`config.mk`:
```
export PLATFORM = sky130hd
export DESIGN_NAME = uart_tx_framer_flat
export DESIGN_NICKNAME = d
export VERILOG_FILES = /design/src/rtl/uart_pkg.sv /design/src/rtl/uart_tx_framer_if.sv /design/src/rtl/uart_baud_gen.sv /design/src/rtl/uart_tx_framer.sv /design/src/flat_wrapper.sv
export SDC_FILE = /design/constraint.sdc
export NUM_CORES = 1
export LEC_CHECK = 0
export CORE_MARGIN = 2
export CORE_UTILIZATION = 50
export CTS_CLUSTER_DIAMETER = 40
export DETAILED_ROUTE_END_ITERATION = 10
export PLACE_DENSITY_LB_ADDON = 0.05
export SLEW_MARGIN = 20
export SYNTH_ARGS = -nofsm -noshare
export SYNTH_HDL_FRONTEND = slang
export SYNTH_HIERARCHICAL = 1
export SYNTH_SLANG_ARGS = --single-unit
```
`constraint.sdc`:
```
create_clock -name clk -period 4.3 [get_ports clk]
set_clock_uncertainty 0.05 [all_clocks]
set_input_delay 0.86 -clock clk [delete_from_list [all_inputs] [get_ports clk]]
set_output_delay 0.86 -clock clk [all_outputs]
set_load 0.02 [all_outputs]
```
`src/rtl/uart_pkg.sv`:
```
// Shared UART definitions: parity codes, TX FSM states and frame-size helpers.
// Used by both the TX framer and the baud generator.
package uart_pkg;

   localparam int unsigned OVS    = 8;
   localparam int unsigned DW_MIN = 5;
   localparam int unsigned DW_MAX = 9;

   localparam logic [2:0] PAR_NONE   = 3'b000;
   localparam logic [2:0] PAR_ODD    = 3'b001;
   localparam logic [2:0] PAR_EVEN   = 3'b010;
   localparam logic [2:0] PAR_STICK0 = 3'b100;
   localparam logic [2:0] PAR_STICK1 = 3'b101;

   typedef enum logic [2:0] {
      StIdle,
      StStart,
      StData,
      StParity,
      StStop,
      StBreak,
      StBrkStop
   } tx_state_e;

   function automatic logic [3:0] clamp_dw(input logic [3:0] ds);
      if (ds < 4'(DW_MIN)) return 4'(DW_MIN);
      if (ds > 4'(DW_MAX)) return 4'(DW_MAX);
      return ds;
   endfunction

   // Reserved codes collapse to "no parity".
   function automatic logic [2:0] norm_parity(input logic [2:0] p);
      case (p)
         PAR_ODD, PAR_EVEN, PAR_STICK0, PAR_STICK1: return p;
         default:                                   return PAR_NONE;
      endcase
   endfunction

   function automatic logic parity_bit(input logic [2:0] mode, input logic acc);
      case (mode)
         PAR_ODD:    return ~acc;
         PAR_EVEN:   return acc;
         PAR_STICK1: return 1'b1;
         default:    return 1'b0;
      endcase
   endfunction

endpackage

```
`src/rtl/uart_tx_framer_if.sv`:
```
// Payload handshake between the TX FIFO pop side (master) and the framer (slave).
interface uart_tx_framer_if #(
   parameter int unsigned MAX_DW = 9
);
   logic [MAX_DW-1:0] tx_data;
   logic              tx_valid;
   logic              tx_ready;

   modport master (output tx_data, output tx_valid, input tx_ready);
   modport slave  (input tx_data, input tx_valid, output tx_ready);
endinterface

```
`src/rtl/uart_baud_gen.sv`:
```
// Baud timing: prescale counter producing subticks, OVS subticks per bit time.
module uart_baud_gen
   import uart_pkg::*;
#(
   parameter int unsigned PRESCALE_W = 16
) (
   input  logic                  clk,
   input  logic                  rst,
   input  logic                  clear,
   input  logic [PRESCALE_W-1:0] prescale,
   output logic                  subtick,
   output logic                  bit_tick
);

   localparam int unsigned SubW = $clog2(OVS);

   logic [PRESCALE_W-1:0] pr_cnt_q, pr_cnt_d;
   logic [SubW-1:0]       sub_cnt_q, sub_cnt_d;

   assign subtick  = ~clear & (pr_cnt_q == prescale);
   assign bit_tick = subtick & (sub_cnt_q == SubW'(OVS - 1));

   always_comb begin
      pr_cnt_d  = pr_cnt_q;
      sub_cnt_d = sub_cnt_q;
      if (clear) begin
         pr_cnt_d  = '0;
         sub_cnt_d = '0;
      end else if (subtick) begin
         pr_cnt_d  = '0;
         sub_cnt_d = sub_cnt_q + SubW'(1);
      end else begin
         pr_cnt_d  = pr_cnt_q + PRESCALE_W'(1);
      end
   end

   always_ff @(posedge clk) begin
      if (rst) begin
         pr_cnt_q  <= '0;
         sub_cnt_q <= '0;
      end else begin
         pr_cnt_q  <= pr_cnt_d;
         sub_cnt_q <= sub_cnt_d;
      end
   end

endmodule

```
`src/rtl/uart_tx_framer.sv`:
```
// UART transmit framer: start, 5-9 data bits LSB first, optional parity, 1/2 stop bits.
// Define UART_TX_BREAK_EN to add the brk_req port and line-break generation.
module uart_tx_framer
   import uart_pkg::*;
#(
   parameter int unsigned PRESCALE_W = 16,
   parameter int unsigned MAX_DW     = 9
) (
   input  logic                  clk,
   input  logic                  rst,
   input  logic                  en,
   input  logic [PRESCALE_W-1:0] prescale,
   input  logic [3:0]            data_size,
   input  logic                  stop2,
   input  logic [2:0]            parity,
   uart_tx_framer_if.slave       bus,
`ifdef UART_TX_BREAK_EN
   input  logic                  brk_req,
`endif
   output logic                  tx,
   output logic                  busy,
   output logic                  done
);

   tx_state_e             state_q, state_d;
   logic                  tx_q, tx_d;
   logic [MAX_DW-1:0]     shift_q, shift_d;
   logic [3:0]            bit_cnt_q, bit_cnt_d;
   logic                  par_acc_q, par_acc_d;
   logic [PRESCALE_W-1:0] pr_q, pr_d;
   logic [3:0]            n_q, n_d;
   logic                  stop2_q, stop2_d;
   logic [2:0]            par_mode_q, par_mode_d;

   logic ready, accept, bit_tick, baud_clear, stop_last, data_last;
   logic baud_subtick_unused;
   logic brk_start, brk_hold;

`ifdef UART_TX_BREAK_EN
   assign brk_start = en & (state_q == StIdle) & brk_req;
   assign brk_hold  = (state_q == StBreak);
   assign ready     = en & (state_q == StIdle) & ~brk_req;
`else
   assign brk_start = 1'b0;
   assign brk_hold  = 1'b0;
   assign ready     = en & (state_q == StIdle);
`endif

   assign bus.tx_ready = ready;
   assign accept       = bus.tx_valid & ready;
   assign busy         = (state_q != StIdle);
   assign tx           = tx_q;
   assign stop_last    = ~stop2_q | (bit_cnt_q == 4'd1);
   assign data_last    = (bit_cnt_q == n_q - 4'd1);
   assign done         = en & (state_q == StStop) & bit_tick & stop_last;

   // Counters sit at zero whenever no bit time is being measured.
   assign baud_clear = ~en | (state_q == StIdle) | brk_hold;

   uart_baud_gen #(
      .PRESCALE_W (PRESCALE_W)
   ) u_baud_gen (
      .clk      (clk),
      .rst      (rst),
      .clear    (baud_clear),
      .prescale (pr_q),
      .subtick  (baud_subtick_unused),
      .bit_tick (bit_tick)
   );

   always_comb begin
      state_d    = state_q;
      tx_d       = tx_q;
      shift_d    = shift_q;
      bit_cnt_d  = bit_cnt_q;
      par_acc_d  = par_acc_q;
      pr_d       = pr_q;
      n_d        = n_q;
      stop2_d    = stop2_q;
      par_mode_d = par_mode_q;

      if (!en) begin
         state_d   = StIdle;
         tx_d      = 1'b1;
         bit_cnt_d = '0;
         par_acc_d = 1'b0;
      end else begin
         unique case (state_q)
            StIdle: begin
               if (brk_start) begin
                  state_d = StBreak;
                  tx_d    = 1'b0;
                  pr_d    = prescale;
               end else if (accept) begin
                  state_d    = StStart;
                  tx_d       = 1'b0;
                  shift_d    = bus.tx_data;
                  pr_d       = prescale;
                  n_d        = clamp_dw(data_size);
                  stop2_d    = stop2;
                  par_mode_d = norm_parity(parity);
                  bit_cnt_d  = '0;
                  par_acc_d  = 1'b0;
               end
            end
            StStart: begin
               if (bit_tick) begin
                  state_d = StData;
                  tx_d    = shift_q[0];
               end
            end
            StData: begin
               if (bit_tick) begin
                  par_acc_d = par_acc_q ^ shift_q[0];
                  shift_d   = shift_q >> 1;
                  if (data_last) begin
                     bit_cnt_d = '0;
                     if (par_mode_q != PAR_NONE) begin
                        state_d = StParity;
                        tx_d    = parity_bit(par_mode_q, par_acc_q ^ shift_q[0]);
                     end else begin
                        state_d = StStop;
                        tx_d    = 1'b1;
                     end
                  end else begin
                     bit_cnt_d = bit_cnt_q + 4'd1;
                     tx_d      = shift_q[1];
                  end
               end
            end
            StParity: begin
               if (bit_tick) begin
                  state_d   = StStop;
                  tx_d      = 1'b1;
                  bit_cnt_d = '0;
               end
            end
            StStop: begin
               if (bit_tick) begin
                  if (stop_last) begin
                     state_d   = StIdle;
                     bit_cnt_d = '0;
                  end else begin
                     bit_cnt_d = bit_cnt_q + 4'd1;
                  end
               end
            end
`ifdef UART_TX_BREAK_EN
            StBreak: begin
               if (!brk_req) begin
                  state_d = StBrkStop;
                  tx_d    = 1'b1;
               end
            end
            StBrkStop: begin
               if (bit_tick) state_d = StIdle;
            end
`endif
            default: begin
               state_d = StIdle;
               tx_d    = 1'b1;
            end
         endcase
      end
   end

   always_ff @(posedge clk) begin
      if (rst) begin
         state_q    <= StIdle;
         tx_q       <= 1'b1;
         shift_q    <= '0;
         bit_cnt_q  <= '0;
         par_acc_q  <= 1'b0;
         pr_q       <= '0;
         n_q        <= '0;
         stop2_q    <= 1'b0;
         par_mode_q <= PAR_NONE;
      end else begin
         state_q    <= state_d;
         tx_q       <= tx_d;
         shift_q    <= shift_d;
         bit_cnt_q  <= bit_cnt_d;
         par_acc_q  <= par_acc_d;
         pr_q       <= pr_d;
         n_q        <= n_d;
         stop2_q    <= stop2_d;
         par_mode_q <= par_mode_d;
      end
   end

endmodule

```
`src/flat_wrapper.sv`:
```
// flat-port wrapper written by rule: the top's interface ports become plain ports
module uart_tx_framer_flat import uart_pkg::*;
#(
   parameter int unsigned PRESCALE_W = 16,
   parameter int unsigned MAX_DW     = 9
)
  (clk, rst, en, prescale, data_size, stop2, parity, tx, busy, done, bus_tx_data, bus_tx_valid, bus_tx_ready);
  uart_tx_framer_if #(.MAX_DW(MAX_DW)) bus_i ();
  input  logic clk;
  input  logic rst;
  input  logic en;
  input  logic [PRESCALE_W-1:0] prescale;
  input  logic [3:0] data_size;
  input  logic stop2;
  input  logic [2:0] parity;
  output logic tx;
  output logic busy;
  output logic done;
  input wire logic [$bits(bus_i.tx_data)-1:0] bus_tx_data;
  input wire logic [$bits(bus_i.tx_valid)-1:0] bus_tx_valid;
  output wire logic [$bits(bus_i.tx_ready)-1:0] bus_tx_ready;
  assign bus_i.tx_data = bus_tx_data;
  assign bus_i.tx_valid = bus_tx_valid;
  assign bus_tx_ready = bus_i.tx_ready;
  uart_tx_framer #(.PRESCALE_W(PRESCALE_W), .MAX_DW(MAX_DW)) u_core (.clk(clk), .rst(rst), .en(en), .prescale(prescale), .data_size(data_size), .stop2(stop2), .parity(parity), .bus(bus_i), .tx(tx), .busy(busy), .done(done));
endmodule
```
==> results by stage, run 1 <==
Critical path:
- The worst setup path is launched from an input port.
- The worst endpoint required time is 3390 ps.
- For the worst setup path, the data arrival time is 2910 ps.
- The startpoint of the most critical register-to-register path is u_core/u_baud_gen/pr_cnt_q[13].
- The endpoint of the most critical setup path is done.
- The category of the critical setup timing path is input port to output port.
- The worst setup path is captured at an output port.
- The end of the worst register-to-register path is u_core/shift_q[4].
- For flop-to-flop paths, the worst setup slack is 1340 ps.
- Along the worst path, the maximum fanout reaches 9.
- Counting cells, the worst reg-to-reg path comes to 9.
- The critical path starts at en.

Clock tree:
- The number of clock sinks is 61.
- The TritonCTS clock tree is done.
- The total CTS buffers is 9.
- CTS built an H-tree with a depth of 3.
- After clock tree synthesis, the flow added hold-fix buffers numbering 0.
- Clock-pin slew was measured on the worst setup and hold paths at 70 ps.
- The cell at the root of the clock tree is clkbuf_8.
- The number of buffers between clock root and the deepest sink is 2.
- Post-CTS repair changed the size of 0 cells.
- After clock tree synthesis, the setup repair step added 0 buffers.
- At the later pin of the worst-skew pair, clock insertion delay measures 320 ps.

STA:
- At the pin with the least slew margin, the transition time is 617 ps.
- Headroom to the max-slew limit came out at 58.7%.
- The smallest clock period supported by the final layout is computed as 3820 ps.
- The maximum clock frequency is 0.262 GHz.
- Setup violations remaining at the end of the flow were counted as 0.
- Setup repair after global routing left no endpoint under its margin.
- The final-report max-slew violation count is 0.
- After layout, the worst path uses 88.8% of the clock period.
- The number of failing hold endpoints at the final stage is 0.
- The setup total negative slack is 0 ps.

Finish:
- The area occupied by multi-input gates is 1680 sq um.
- The final antenna diode count is 0.
- The storage element area is 1220 sq um.
- Leaving out fill and tap cells, the most frequent cell in the layout is nand2_1.
- Compared with the post-synthesis result, the final layout area differs by 21.9%.
- The filler cell count is 538.
- The post-layout instance count excluding filler cells is 486.
- Cells with a size suffix above 1 make up 6.57% of the layout.
- The net total in the final layout is 450.
- In the layout the commonest cells are nand2_1, dfxtp_1, clkdlybuf4s50_1, nor2_1, a21oi_1.

GRT:
- The largest net degree at the start of global routing is 26.
- The number of antenna violations at the first check in global routing was 0.
- The via count of the first global-routing pass is 2251.
- The final global-route overflow total is 0.
- Global routing consumed, over all layers together, 20.7% of the routing resources.
- The wire length of the first global-routing pass is 10400 um.

Status:
- The run finished with clean final reports.

Power:
- Net switching is 21.7% of the power.
- The worst-case IR drop observed on VDD is 231 uV.
- The sequential share of power is 45.8%.
- For this design the static power due to leakage is 1.36 nW.
- In this run, the clock network consumes 44.7% of the power.
- The power per cell area is 353 nW/um^2.
- In this run, the combinational gates consume 9.5% of the power.
- The internal power of the cells totals 0.00101 W.
- The power spent charging and discharging nets is 0.000282 W.

Floorplan:
- The starting utilization of the core area is 51.2%.
- Pin placement for this block handled 41 I/O pins.
- The die is 81.6 um tall.
- The die footprint is 6660 sq um.
- The floorplan has 28 rows.
- The die is 81.6 um wide.
- After floorplanning, the core was sized to cover 5890 sq um.

Synthesis:
- For this run, the leading register cell type out of synthesis is dfxtp_1.
- The Yosys step of the flow raised 6 warnings.
- When the netlist entered floorplanning its net count stood at 414.
- After technology mapping, the gate count stands at 371.
- In this run the mean area of a mapped cell was 8.12 sq um.
- The synthesized netlist occupies a cell area of 3010 sq um.
- The number of enable-type register cells in the synthesized netlist is 0.
- The count of unique library cells instantiated by Yosys is 47.
- For this run, the register share of the synthesized area comes to 40.5%.
- For this run, asynchronously set or reset flops after synthesis account for 0%.
- In this run, synthesis produced a sequential element count of 61.

Drt:
- The vias after detailed routing is 2563.
- Dividing the detail-routed via count by the number of cells gives 5.27.
- The met3 wire length is 284 um.
- The highest metal layer with signal wires is met4.
- The met1 wire length is 3090 um.
- In the routed design, unresolved DRC markers number 0.
- The count of antenna-violating nets left after detailed routing is 0.
- The pre-antenna-repair detailed-routing pass consisted of 5 iterations.
- After detailed routing, the average wire length per cell comes to 13.0 um.
- The first-iteration detailed-routing DRC count is 166.
- The total wire length after detailed routing is 6300 um.
- The routed length on met2 is 2840 um.

Run:
- The tool flagged a number of max-cap violations equal to 0.

Placement:
- The count of placed standard cells including taps is 471.
- The final weighted congestion in routability-driven placement is 0.788.
- The placed wire-length estimate is 4550 um.
- In this run the tool buffered the top-level ports with 40 buffer cells.

Hold path:
- The tightest min-delay check is of the flip-flop to flip-flop type.
-- worst min path at each step --
stage / from / to / slack (ps) / cells past startpoint
after CTS: u_core/u_baud_gen/sub_cnt_q[1] / u_core/u_baud_gen/sub_cnt_q[1] / 420 / 2
after global routing: u_core/pr_q[9] / u_core/pr_q[9] / 440 / 2
final: u_core/pr_q[9] / u_core/pr_q[9] / 420 / 2
after detailed placement: u_core/u_baud_gen/sub_cnt_q[1] / u_core/u_baud_gen/sub_cnt_q[1] / 410 / 2
after floorplan: u_core/u_baud_gen/sub_cnt_q[1] / u_core/u_baud_gen/sub_cnt_q[1] / 390 / 2
after global placement: u_core/u_baud_gen/sub_cnt_q[2] / u_core/u_baud_gen/sub_cnt_q[2] / 400 / 2
-- cell type report --
class	count	area share (%)
multi-input combinational	286	45.7
sequential	61	33.3
timing repair buffer	43	11.5
clock buffer	12	4.50
tap	75	2.56
clock inverter	3	1.84
inverter	6	0.613
-- power by group through the flow --
stage	sequential (W)	combinational, W	clock [W]
after floorplan	0.000602	0.0000704	0
after global placement	0.000606	0.000122	0
after detailed placement	0.000606	0.000123	0
after CTS	0.000593	0.000124	0.000597
after global routing	0.000595	0.000137	0.000619
final	0.000593	0.000123	0.000580
-- cells by family (layout without fill, tap and decap cells) --
| kind of cell | after synthesis | in the layout | synth area share (%) |
|---|---|---|---|
| AND/OR/NAND/NOR | 181 | 181 | 28.3 |
| buffers and inverters | 24 | 64 | 3.74 |
| XOR/XNOR | 36 | 36 | 10.9 |
| multiplexers | 6 | 6 | 1.99 |
| flip-flops | 61 | 61 | 40.5 |
| AO/OA/AOI/OAI | 57 | 57 | 12.0 |
| adder cells (fa/ha/maj) | 6 | 6 | 2.49 |
-- worst max-delay path: stages --
cell             delay [ps]
clkdlybuf4s50_1         610
nand2_1                 140
nor2b_1                 170
and3_1                  270
nand4_1                 110
a21oi_1                 140
clkdlybuf4s50_1         610
-- through the flow --
| stage | cell area, sq um | hold WS [ps] | util (%) | power, W | setup slack [ps] |
|---|---|---|---|---|---|
| floorplan | 3010 | 388 | - | 0.000673 | 1570 |
| global placement | 3440 | 398 | 58.4 | 0.000728 | 512 |
| detailed placement | 3440 | 412 | 58.4 | 0.000729 | 490 |
| CTS | 3670 | 421 | 62.4 | 0.00131 | 486 |
| global route | 3670 | 442 | 62.4 | 0.00135 | 241 |
| finish | 3670 | 419 | 62.4 | 0.00130 | 481 |
-- sequential cells by signal (all words and copies together), names as in the netlist --
signal	cells
u_core/par_acc_q	1
u_core/tx	1
u_core/n_q	4
u_core/stop2_q	1
u_core/par_mode_q	3
u_core/state_q	3
u_core/u_baud_gen/sub_cnt_q	3
u_core/pr_q	16
u_core/bit_cnt_q	4
u_core/shift_q	9
u_core/u_baud_gen/pr_cnt_q	16
-- layer usage --
layer | vias up | global-route usage [%]
met4 | 0 | 9.50
met5 | - | 0
met2 | 48 | 32.1
met1 | 1165 | 28.0
met3 | 8 | 4.07
li1 | 1342 | -
-- synth_stat cells (all sizes together), types with 2 or more instances --
| library cell | number | area, sq um |
|---|---|---|
| nor2 | 41 | 156 |
| o21ai | 8 | 51.3 |
| buf | 9 | 56.3 |
| nand3b | 3 | 22.5 |
| dfxtp | 61 | 1220 |
| xnor2 | 11 | 96.3 |
| mux2i | 6 | 60.1 |
| and4 | 4 | 35.0 |
| and2 | 2 | 12.5 |
| ha | 6 | 75.1 |
| xor2 | 24 | 210 |
| inv | 6 | 22.5 |
| a31oi | 5 | 31.3 |
| nand4 | 3 | 18.8 |
| nand2 | 80 | 300 |
| a311oi | 8 | 70.1 |
| a21oi | 29 | 145 |
| nor3 | 6 | 30.0 |
| nand3 | 15 | 75.1 |
| or3 | 3 | 20.0 |
| a211oi | 2 | 20.0 |
| nand2b | 5 | 31.3 |
| nor4 | 4 | 31.3 |
| clkbuf | 9 | 33.8 |
| or3b | 3 | 28.8 |
| nor2b | 3 | 18.8 |
| and3 | 3 | 18.8 |
No activity file was read; power rests on OpenSTA's default activity.
==> run 2, diff against run 1 <==
- CTS_CLUSTER_DIAMETER: 40 -> unset
==> results of run 2 <==
Same layout as run 1: the final DEF is identical, and so are final timing and power.
